File: src/rtl/pulse_event_detector_pkg.sv
// Shared types and constants for the pulse event detector.
package pulse_pkg;

  localparam int unsigned DataW  = 12;
  localparam int unsigned TsW    = 32;
  localparam int unsigned WidthW = 8;
  localparam int unsigned DROP_W = 16;

  typedef enum logic [1:0] {
    StIdle,
    StPulse,
    StHoldoff
  } state_e;

  typedef struct packed {
    logic [TsW-1:0]    ts;
    logic [DataW-1:0]  peak;
    logic [WidthW-1:0] width;
  } evt_rec_t;

endpackage

File: src/rtl/pulse_event_detector_if.sv
// Event-record valid/ready port of the pulse event detector.
interface pulse_event_detector_if #(
  parameter int unsigned DATA_W  = pulse_pkg::DataW,
  parameter int unsigned TS_W    = pulse_pkg::TsW,
  parameter int unsigned WIDTH_W = pulse_pkg::WidthW
);
  logic               evt_valid;
  logic               evt_ready;
  logic [TS_W-1:0]    evt_ts;
  logic [DATA_W-1:0]  evt_peak;
  logic [WIDTH_W-1:0] evt_width;

  modport master (
    output evt_valid, evt_ts, evt_peak, evt_width,
    input  evt_ready
  );

  modport slave (
    input  evt_valid, evt_ts, evt_peak, evt_width,
    output evt_ready
  );
endinterface

File: src/rtl/pulse_event_detector_evt_slot.sv
// Single-entry valid/ready holding register; flags a load request it cannot accept.
module evt_slot #(
  parameter int unsigned RecW = 52
) (
  input  logic            clk_i,
  input  logic            rst_ni,
  input  logic            load_i,
  input  logic [RecW-1:0] data_i,
  input  logic            ready_i,
  output logic            valid_o,
  output logic [RecW-1:0] data_o,
  output logic            drop_o
);
  logic            valid_q, valid_d;
  logic [RecW-1:0] data_q, data_d;
  logic            fire, accept;

  always_comb begin
    fire    = valid_q & ready_i;
    // A transfer in the same cycle frees the slot for the incoming record.
    accept  = load_i & (~valid_q | fire);
    drop_o  = load_i & ~accept;
    valid_d = valid_q;
    data_d  = data_q;
    if (accept) begin
      valid_d = 1'b1;
      data_d  = data_i;
    end else if (fire) begin
      valid_d = 1'b0;
    end
  end

  always_ff @(posedge clk_i or negedge rst_ni) begin
    if (!rst_ni) begin
      valid_q <= 1'b0;
      data_q  <= '0;
    end else begin
      valid_q <= valid_d;
      data_q  <= data_d;
    end
  end

  assign valid_o = valid_q;
  assign data_o  = data_q;
endmodule

File: src/rtl/pulse_event_detector.sv
// Hysteresis pulse discriminator with holdoff; emits {ts, peak, width} per pulse.
module pulse_event_detector
  import pulse_pkg::*;
#(
  parameter int unsigned DATA_W  = DataW,
  parameter int unsigned TS_W    = TsW,
  parameter int unsigned WIDTH_W = WidthW,
  parameter int unsigned HOLDOFF = 4
) (
  input  logic                   clk,
  input  logic                   rst,
  input  logic                   enable,
  input  logic                   sample_valid,
  input  logic [DATA_W-1:0]      sample,
  input  logic [DATA_W-1:0]      thresh_hi,
  input  logic [DATA_W-1:0]      thresh_lo,
  pulse_event_detector_if.master evt,
  output logic [DROP_W-1:0]      drop_cnt,
  output logic                   busy
);
  localparam int unsigned HoldW = (HOLDOFF > 1) ? $clog2(HOLDOFF) : 1;
  localparam int unsigned RecW  = TS_W + DATA_W + WIDTH_W;

  state_e             state_q, state_d;
  logic [TS_W-1:0]    ts_q, ts_d, cap_ts_q, cap_ts_d;
  logic [DATA_W-1:0]  peak_q, peak_d;
  logic [WIDTH_W-1:0] width_q, width_d;
  logic [HoldW-1:0]   hold_q, hold_d;
  logic [DROP_W-1:0]  drop_q, drop_d;
  logic               busy_q, busy_d;
  logic               evt_done, slot_drop;
  logic [RecW-1:0]    slot_data;

  always_comb begin
    state_d  = state_q;
    cap_ts_d = cap_ts_q;
    peak_d   = peak_q;
    width_d  = width_q;
    hold_d   = hold_q;
    evt_done = 1'b0;
    ts_d     = enable ? ts_q + 1'b1 : ts_q;
    if (!enable) begin
      // Abort: partial pulse is discarded, never offered to the slot.
      state_d = StIdle;
      hold_d  = '0;
    end else if (sample_valid) begin
      unique case (state_q)
        StIdle: begin
          if (sample >= thresh_hi) begin
            state_d  = StPulse;
            cap_ts_d = ts_q;
            peak_d   = sample;
            width_d  = WIDTH_W'(1);
          end
        end
        StPulse: begin
          if (sample < thresh_lo) begin
            evt_done = 1'b1;
            state_d  = (HOLDOFF == 0) ? StIdle : StHoldoff;
            hold_d   = '0;
          end else begin
            if (sample > peak_q) peak_d = sample;
            if (width_q != '1) width_d = width_q + 1'b1;
          end
        end
        StHoldoff: begin
          if (hold_q == HoldW'(HOLDOFF - 1)) begin
            state_d = StIdle;
            hold_d  = '0;
          end else begin
            hold_d = hold_q + 1'b1;
          end
        end
        default: state_d = StIdle;
      endcase
    end
    drop_d = (slot_drop && drop_q != '1) ? drop_q + 1'b1 : drop_q;
    busy_d = (state_d != StIdle);
  end

  always_ff @(posedge clk or negedge rst) begin
    if (!rst) begin
      state_q  <= StIdle;
      ts_q     <= '0;
      cap_ts_q <= '0;
      peak_q   <= '0;
      width_q  <= '0;
      hold_q   <= '0;
      drop_q   <= '0;
      busy_q   <= 1'b0;
    end else begin
      state_q  <= state_d;
      ts_q     <= ts_d;
      cap_ts_q <= cap_ts_d;
      peak_q   <= peak_d;
      width_q  <= width_d;
      hold_q   <= hold_d;
      drop_q   <= drop_d;
      busy_q   <= busy_d;
    end
  end

  evt_slot #(
    .RecW (RecW)
  ) u_evt_slot (
    .clk_i   (clk),
    .rst_ni  (rst),
    .load_i  (evt_done),
    .data_i  ({cap_ts_q, peak_q, width_q}),
    .ready_i (evt.evt_ready),
    .valid_o (evt.evt_valid),
    .data_o  (slot_data),
    .drop_o  (slot_drop)
  );

  assign {evt.evt_ts, evt.evt_peak, evt.evt_width} = slot_data;
  assign drop_cnt = drop_q;
  assign busy     = busy_q;
endmodule

File: src/flat_wrapper.sv
// flat-port wrapper written by rule: the top's interface ports become plain ports
module pulse_event_detector_flat import pulse_pkg::*;
#(
  parameter int unsigned DATA_W  = DataW,
  parameter int unsigned TS_W    = TsW,
  parameter int unsigned WIDTH_W = WidthW,
  parameter int unsigned HOLDOFF = 4
)
  (clk, rst, enable, sample_valid, sample, thresh_hi, thresh_lo, drop_cnt, busy, evt_evt_valid, evt_evt_ts, evt_evt_peak, evt_evt_width, evt_evt_ready);
  pulse_event_detector_if #(.DATA_W(DATA_W), .TS_W(TS_W), .WIDTH_W(WIDTH_W)) evt_i ();
  input  logic clk;
  input  logic rst;
  input  logic enable;
  input  logic sample_valid;
  input  logic [DATA_W-1:0] sample;
  input  logic [DATA_W-1:0] thresh_hi;
  input  logic [DATA_W-1:0] thresh_lo;
  output logic [DROP_W-1:0] drop_cnt;
  output logic busy;
  output wire logic [$bits(evt_i.evt_valid)-1:0] evt_evt_valid;
  output wire logic [$bits(evt_i.evt_ts)-1:0] evt_evt_ts;
  output wire logic [$bits(evt_i.evt_peak)-1:0] evt_evt_peak;
  output wire logic [$bits(evt_i.evt_width)-1:0] evt_evt_width;
  input wire logic [$bits(evt_i.evt_ready)-1:0] evt_evt_ready;
  assign evt_evt_valid = evt_i.evt_valid;
  assign evt_evt_ts = evt_i.evt_ts;
  assign evt_evt_peak = evt_i.evt_peak;
  assign evt_evt_width = evt_i.evt_width;
  assign evt_i.evt_ready = evt_evt_ready;
  pulse_event_detector #(.DATA_W(DATA_W), .TS_W(TS_W), .WIDTH_W(WIDTH_W), .HOLDOFF(HOLDOFF)) u_core (.clk(clk), .rst(rst), .enable(enable), .sample_valid(sample_valid), .sample(sample), .thresh_hi(thresh_hi), .thresh_lo(thresh_lo), .evt(evt_i), .drop_cnt(drop_cnt), .busy(busy));
endmodule
File: config.mk
export PLATFORM = sky130hd
export DESIGN_NAME = pulse_event_detector_flat
export DESIGN_NICKNAME = d
export VERILOG_FILES = /design/src/rtl/pulse_event_detector_pkg.sv /design/src/rtl/pulse_event_detector_if.sv /design/src/rtl/pulse_event_detector_evt_slot.sv /design/src/rtl/pulse_event_detector.sv /design/src/flat_wrapper.sv
export SDC_FILE = /design/constraint.sdc
export NUM_CORES = 1
export LEC_CHECK = 0
export CAP_MARGIN = 10
export CORE_ASPECT_RATIO = 1.4
export CORE_MARGIN = 2
export CORE_UTILIZATION = 35
export CTS_CLUSTER_DIAMETER = 50
export DETAILED_ROUTE_END_ITERATION = 12
export GPL_TIMING_DRIVEN = 0
export HOLD_SLACK_MARGIN = 0.03
export REMOVE_ABC_BUFFERS = 1
export SYNTH_ARGS = -nofsm -noshare
export SYNTH_HDL_FRONTEND = slang
export SYNTH_SLANG_ARGS = --single-unit
File: constraint.sdc
create_clock -name clk -period 6.1 [get_ports clk]
set_clock_uncertainty 0.1 [all_clocks]
set_input_delay 1.83 -clock clk [delete_from_list [all_inputs] [get_ports clk]]
set_output_delay 1.83 -clock clk [all_outputs]
set_load 0.02 [all_outputs]
==> key figures, run 1 <==
Cells and area
  • Layout cells sized above 1: 0.1783
  • Final nets: 796
  • Finished Layout Cells: 989
  • Antenna cells: 0
  • Synthesis-to-finish area growth: 25.01%
  • Final core utilization: 0.4465

Logic synthesis
  • Synth Area in Adders: 0.06443
  • Synth Warn #: 0
  • Dominant cell type by area after synthesis: dfrtp_1
  • Seq/Total Area, Yosys: 0.5221
  • Top_reg_cell synth: dfrtp_1
  • Mux share of post-synthesis cell area: 0.1773
  • Main combinational cell family by area after synthesis: multiplexers
  • Avg Synthesized Cell Area: 12.66 sq um
  • Top cell type's share of synthesized area: 0.5221
  • Mapped cell area: 0.007574 sq mm
  • Largest cells by area after synthesis: dfrtp_1 (52%), mux2_4 (9.9%), ha_1 (6.4%)
  • Most frequent cell after synthesis: dfrtp_1
  • Count of cell types in the netlist: 49
  • Async set or reset register ratio after synthesis: 1.000
  • Post-synth EDFFs: 0
  • Xor and xnor area share after synthesis: 0.05320
  • Compound-Gate Fraction of Synth Area: 0.04593
  • Mapped Cells: 598
  • Most instantiated cells after synthesis: dfrtp_1 (158), mux2_4 (50), inv_1 (45)
  • Synth Register Bits: 158
  • Fraction of the mapped netlist area in simple logic gates: 0.09549

Critical path
  • CP endpoint kind: flop
  • CP Launch Type: primary input
  • WP data arrival: 4.99 ns
  • Critical path data required time: 6.30 ns
  • Worst-path maximum fanout: 12
  • Crit path kind: in2reg

CTS
  • CTS H-tree lvls: 4
  • Total CTS buffers: 17
  • Clock Latency Late Sink: 0.42 ns
  • Clock sink count: 158
  • CTS tree: yes
  • Reg clk slew, reported paths: 0.07 ns
  • Hold_buf cts: 0
  • Post-cts resize count: 0
  • Clk buf depth: 2
  • Post-CTS Setup Inserts: 0
  • CTS root buf: clkbuf_16

Floorplan
  • Initial core utilization: 0.3572
  • Core area: 0.02120 sq mm
  • Die Y: 178.1 um
  • Die ar.: 0.02285 sq mm
  • Ports: 111
  • Die X: 128.3 um
  • Row cnt: 63

Routing
  • Post-route ant nets: 0
  • Wire length per cell: 15.80 um
  • DR iter-0 viols: 183
  • Via/cell ratio: 4.971
  • WL final: 15.62 mm
  • DRC: 0
  • Vias: 4916
  • Drt pass-1 iters: 4

STA
  • Worst-margin pin slew: 0.9045 ns
  • Final setup viols: 0
  • Unrepaired setup endpoints after global routing: no
  • Final Hold Vio Count: 0
  • Hold Slack: 0.3679 ns
  • Pins Over Slew Limit: 0
  • Period utilisation layout: 0.7854
  • Worst slew margin: 0.3915
  • Fmax: 208.7 MHz
  • Fin crit period: 4.791 ns

Global route
  • First-pass GRT wire length: 26.47 mm
  • Initial antenna violation count: 0
  • GRT overflow: 0
  • Vias in the first global route: 5217
  • Largest net degree at the start of global routing: 83
  • GR Util All Layers: 0.1473

Placed design
  • DP Wirelength: 11.25 mm
  • Buffers on Ports: 110
  • Placer Congestion: 0.7438
  • Cells after DPL: 956

Status
  • Status: finished clean

Pwr
  • Leak: 4.624 nW
  • Pwr Density: 315.4 mW/mm^2
  • VDD IR max: 0.1558 mV

Hold path
  • Hold Crit Class: reg2reg

Job
  • Max Cap Viol: 0
==> cells by family after synthesis <==
logic type	count (synthesis)
compound gates	50
fa+ha+maj	39
flops	158
buf+inv	59
simple gates	143
mux	103
xor+xnor	46
==> layout make-up <==
class / instances / area, sq um
fillers: 1917 / 11740
well taps: 260 / 325.3
clock buffers: 19 / 442.9
flip-flops and latches: 158 / 3954
multi-input cells: 381 / 3308
clock inverters: 13 / 103.9
repair buffers: 113 / 1165
inverters: 45 / 168.9
==> per-layer routing <==
| metal | GRT usage | vias up | routed length, um |
|---|---|---|---|
| li1 | - | 2343 | - |
| met1 | 0.1726 | 2476 | 6634 |
| met2 | 0.2622 | 77 | 8253 |
| met3 | 0.02669 | 20 | 399 |
| met4 | 0.06410 | 0 | 335 |
| met5 | 0 | - | 0 |
==> cells in the final DEF (no fill, tap or decap), drive strengths merged, types with 5 or more instances in the layout <==
cell,count
dfrtp,158
clkdlybuf4s50,109
mux2,99
inv,51
nand2,41
ha,39
nand3,30
xnor2,30
clkbuf,20
nand4,17
a21oi,16
xor2,16
nor2,14
and3,12
nor3,11
a211oi,6
o21ai,6
clkinv,5
==> where the power goes <==
part           total (mW)  switching [mW]  internal, mW
Combinational       0.658           0.296         0.362
Clock               0.984           0.445         0.539
Sequential           1.34           0.134          1.21
Total                2.99           0.875          2.11
==> per-stage QoR <==
| step | power, mW | instance area, sq um | worst slack (ns) | TNS [ns] |
|---|---|---|---|---|
| floorplan | 1.728 | 7427 | 0.7841 | 0 |
| global placement | 2.004 | 8853 | -3.107 | -522.98 |
| detailed placement | 2.028 | 8914 | -0.1602 | -1.747 |
| global route | 3.157 | 9468 | 1.047 | 0 |
| finish | 2.986 | 9468 | 1.309 | 0 |
| CTS | 3.027 | 9460 | 0.2802 | 0 |
==> path summary, 6_finish.rpt <==
kind | endpoint | slack (ns) | startpoint | cells past startpoint
max in group asynchronous | u_core.u_evt_slot.data_o[32] | 3.72 | rst | 2
worst min-delay path | u_core.ts_q[31] | 0.37 | u_core.ts_q[31] | 1
worst min register to register | u_core.ts_q[31] | 0.37 | u_core.ts_q[31] | 1
worst max register to register | u_core.peak_q[0] | 3.46 | u_core.peak_q[10] | 8
worst max-delay path | u_core.peak_q[7] | 1.31 | thresh_lo[11] | 9
min in group asynchronous | u_core.u_evt_slot.data_o[9] | 1.33 | rst | 1
==> sequential cells by signal, summed over array words and instances (netlist names) <==
| name | cells |
|---|---|
| u_core.peak_q | 12 |
| u_core.state_q | 2 |
| u_core.hold_q | 2 |
| u_core.width_q | 8 |
| u_core.cap_ts_q | 32 |
| u_core.u_evt_slot.valid_o | 1 |
| u_core.ts_q | 32 |
| u_core.u_evt_slot.data_o | 52 |
| u_core.busy | 1 |
| u_core.drop_cnt | 16 |
==> worst max-delay path, cell delays in order <==
cell             delay (ns)
clkdlybuf4s50_1        0.51
inv_1                  0.06
ha_1                   0.33
nand4_1                0.23
nor3_1                 0.47
a2111oi_0              0.15
a211oi_1               0.37
nand3_1                0.54
mux2_1                 0.50
No activity file was read; power rests on OpenSTA's default activity.
==> run 2: changes to the inputs <==
- clock period: 6.1 -> 4.6 ns (I/O delays scaled with it)
==> key figures, run 2 (same netlist as run 1, synthesis figures left out) <==
STA
  • Period utilisation layout: 0.9495
  • Fmax: 229.0 MHz
  • Unrepaired setup endpoints after global routing: no
  • Pins Over Slew Limit: 0
  • Fin crit period: 4.368 ns
  • Final setup viols: 0
  • Worst slew margin: 0.4009
  • Final Hold Vio Count: 0
  • Worst-margin pin slew: 0.8905 ns
  • Sum Neg Setup Slack: 0 ns

CTS
  • Clk buf depth: 2
  • Hold_buf cts: 0
  • Clock sink count: 158
  • Reg clk slew, reported paths: 0.07 ns
  • CTS tree: yes
  • Total CTS buffers: 17
  • CTS root buf: clkbuf_16
  • CTS H-tree lvls: 4
  • Clock Latency Late Sink: 0.42 ns

Critical path
  • Kind of cell adding the most delay to the critical path: simple AND/OR/NAND/NOR gates
  • CP max-delay cell: a211oi_4
  • WP data arrival: 4.57 ns
  • Buf/Inv on CP: 2
  • CP Launch Type: primary input
  • Critical path data required time: 4.80 ns
  • Critical path depth: 9
  • Crit path cell chain: clkdlybuf4s50_1, inv_1, ha_1, nand4_1, nor4_1, o31ai_2, a211oi_4, nand3_2, mux2_1
  • FF-to-FF path depth: 5
  • Crit path kind: in2reg
  • CP peak stage delay: 0.56 ns
  • CP endpoint kind: flop
  • Worst-path maximum fanout: 12

Cells and area
  • Synthesis-to-finish area growth: 25.14%
  • Finished Layout Cells: 988
  • Final core utilization: 0.4470
  • Multi-input logic area: 0.003326 sq mm
  • Final nets: 795
  • # fillers: 1916
  • Commonest non-fill, non-tap cells in the layout: dfrtp_1 (158), clkdlybuf4s50_1 (109), mux2_4 (50)
  • Leading cell type in the layout, fill and taps excluded: dfrtp_1
  • Register area: 0.003954 sq mm
  • Antenna cells: 0
  • Layout cells sized above 1: 0.1799
  • Largest register FFs: 52

Global route
  • GRT overflow: 0
  • Vias in the first global route: 5222
  • First-pass GRT wire length: 26.45 mm
  • Largest net degree at the start of global routing: 83
  • Initial antenna violation count: 0
  • GR Util All Layers: 0.1472

Routing
  • DRC: 0
  • Wl on met1: 6.627 mm
  • WL final: 15.63 mm
  • Via/cell ratio: 4.976
  • Met2 WL: 8.261 mm
  • Vias: 4916
  • Post-route ant nets: 0
  • DR iter-0 viols: 200
  • Drt pass-1 iters: 4
  • Uppermost routed layer: met4
  • Wire length per cell: 15.82 um
  • Routed wl met3: 402 um

Floorplan
  • Die X: 128.3 um
  • Ports: 111
  • Core area: 0.02120 sq mm
  • Die ar.: 0.02285 sq mm
  • Die Y: 178.1 um
  • Row cnt: 63
  • Initial core utilization: 0.3572

Job
  • Max Cap Viol: 0

Status
  • Status: finished clean

Placed design
  • Cells after DPL: 956
  • DP Wirelength: 11.25 mm
  • Buffers on Ports: 110
  • Placer Congestion: 0.7438

Pwr
  • Pwr Density: 417.8 mW/mm^2
  • Post-layout power: 3.960 mW
  • Leak: 4.622 nW
  • VDD IR max: 0.2067 mV

Hold path
  • Hold Path Depth: 1
  • Hold Crit Class: reg2reg
run 2: cell count changes in the layout (fill, tap and decap cells not counted), sizes merged:
cell    delta
clkbuf     -1
run 2: metrics by stage:
step | cell area [sq um] | hold slack [ns] | setup WS, ns
CTS | 9470 | 0.3709 | 0.03169
detailed placement | 8914 | 0.3577 | -1.210
finish | 9478 | 0.3679 | 0.2325
floorplan | 7427 | 0.3378 | -0.2659
global route | 9478 | 0.3987 | 0.04641
global placement | 8853 | 0.3623 | -4.157
run 2: final cells by class:
cell class | instances | share of cell area
Inverter | 45 | 0.01782
Multi-Input combinational cell | 381 | 0.3509
Clock inverter | 13 | 0.01096
Sequential cell | 158 | 0.4172
Timing Repair Buffer | 112 | 0.1221
Clock buffer | 19 | 0.04673
Tap cell | 260 | 0.03432
run 2: repair_timing:
item                       CTS  global route
cloned                       0             0
hold endpoints to repair     0             0
setup buffers                0             0
gates resized for setup      2             1
pin swaps                    0             1
setup endpoints to repair   12            12
run 2: worst register-to-register path: cells and delay by family, from the launching register on:
kind          cells  cell delay, ns
simple gates      3            1.27
flops             1            0.49
mux               1            0.40
buf+inv           1            0.26
run 2: routing by layer:
layer	up-vias	track usage
met5	-	0
met4	0	0.06410
met3	20	0.02669
met2	77	0.2626
met1	2478	0.1720
li1	2341	-
run 2: path summary, 6_finish.rpt:
kind | startpoint | end | slack [ns]
hold / removal | u_core.ts_q[31] | u_core.ts_q[31] | 0.37
hold reg to reg | u_core.ts_q[31] | u_core.ts_q[31] | 0.37
max in group asynchronous | rst | u_core.u_evt_slot.data_o[32] | 2.67
min in group asynchronous | rst | u_core.u_evt_slot.data_o[9] | 0.88
setup / recovery | thresh_lo[11] | u_core.peak_q[7] | 0.23
setup reg to reg | u_core.state_q[0] | u_core.u_evt_slot.data_o[23] | 1.96
run 2: where the power goes:
part	total [mW]	switching, mW	internal [mW]
clock	1.30	0.589	0.715
sequential	1.78	0.178	1.60
combinational	0.874	0.394	0.480
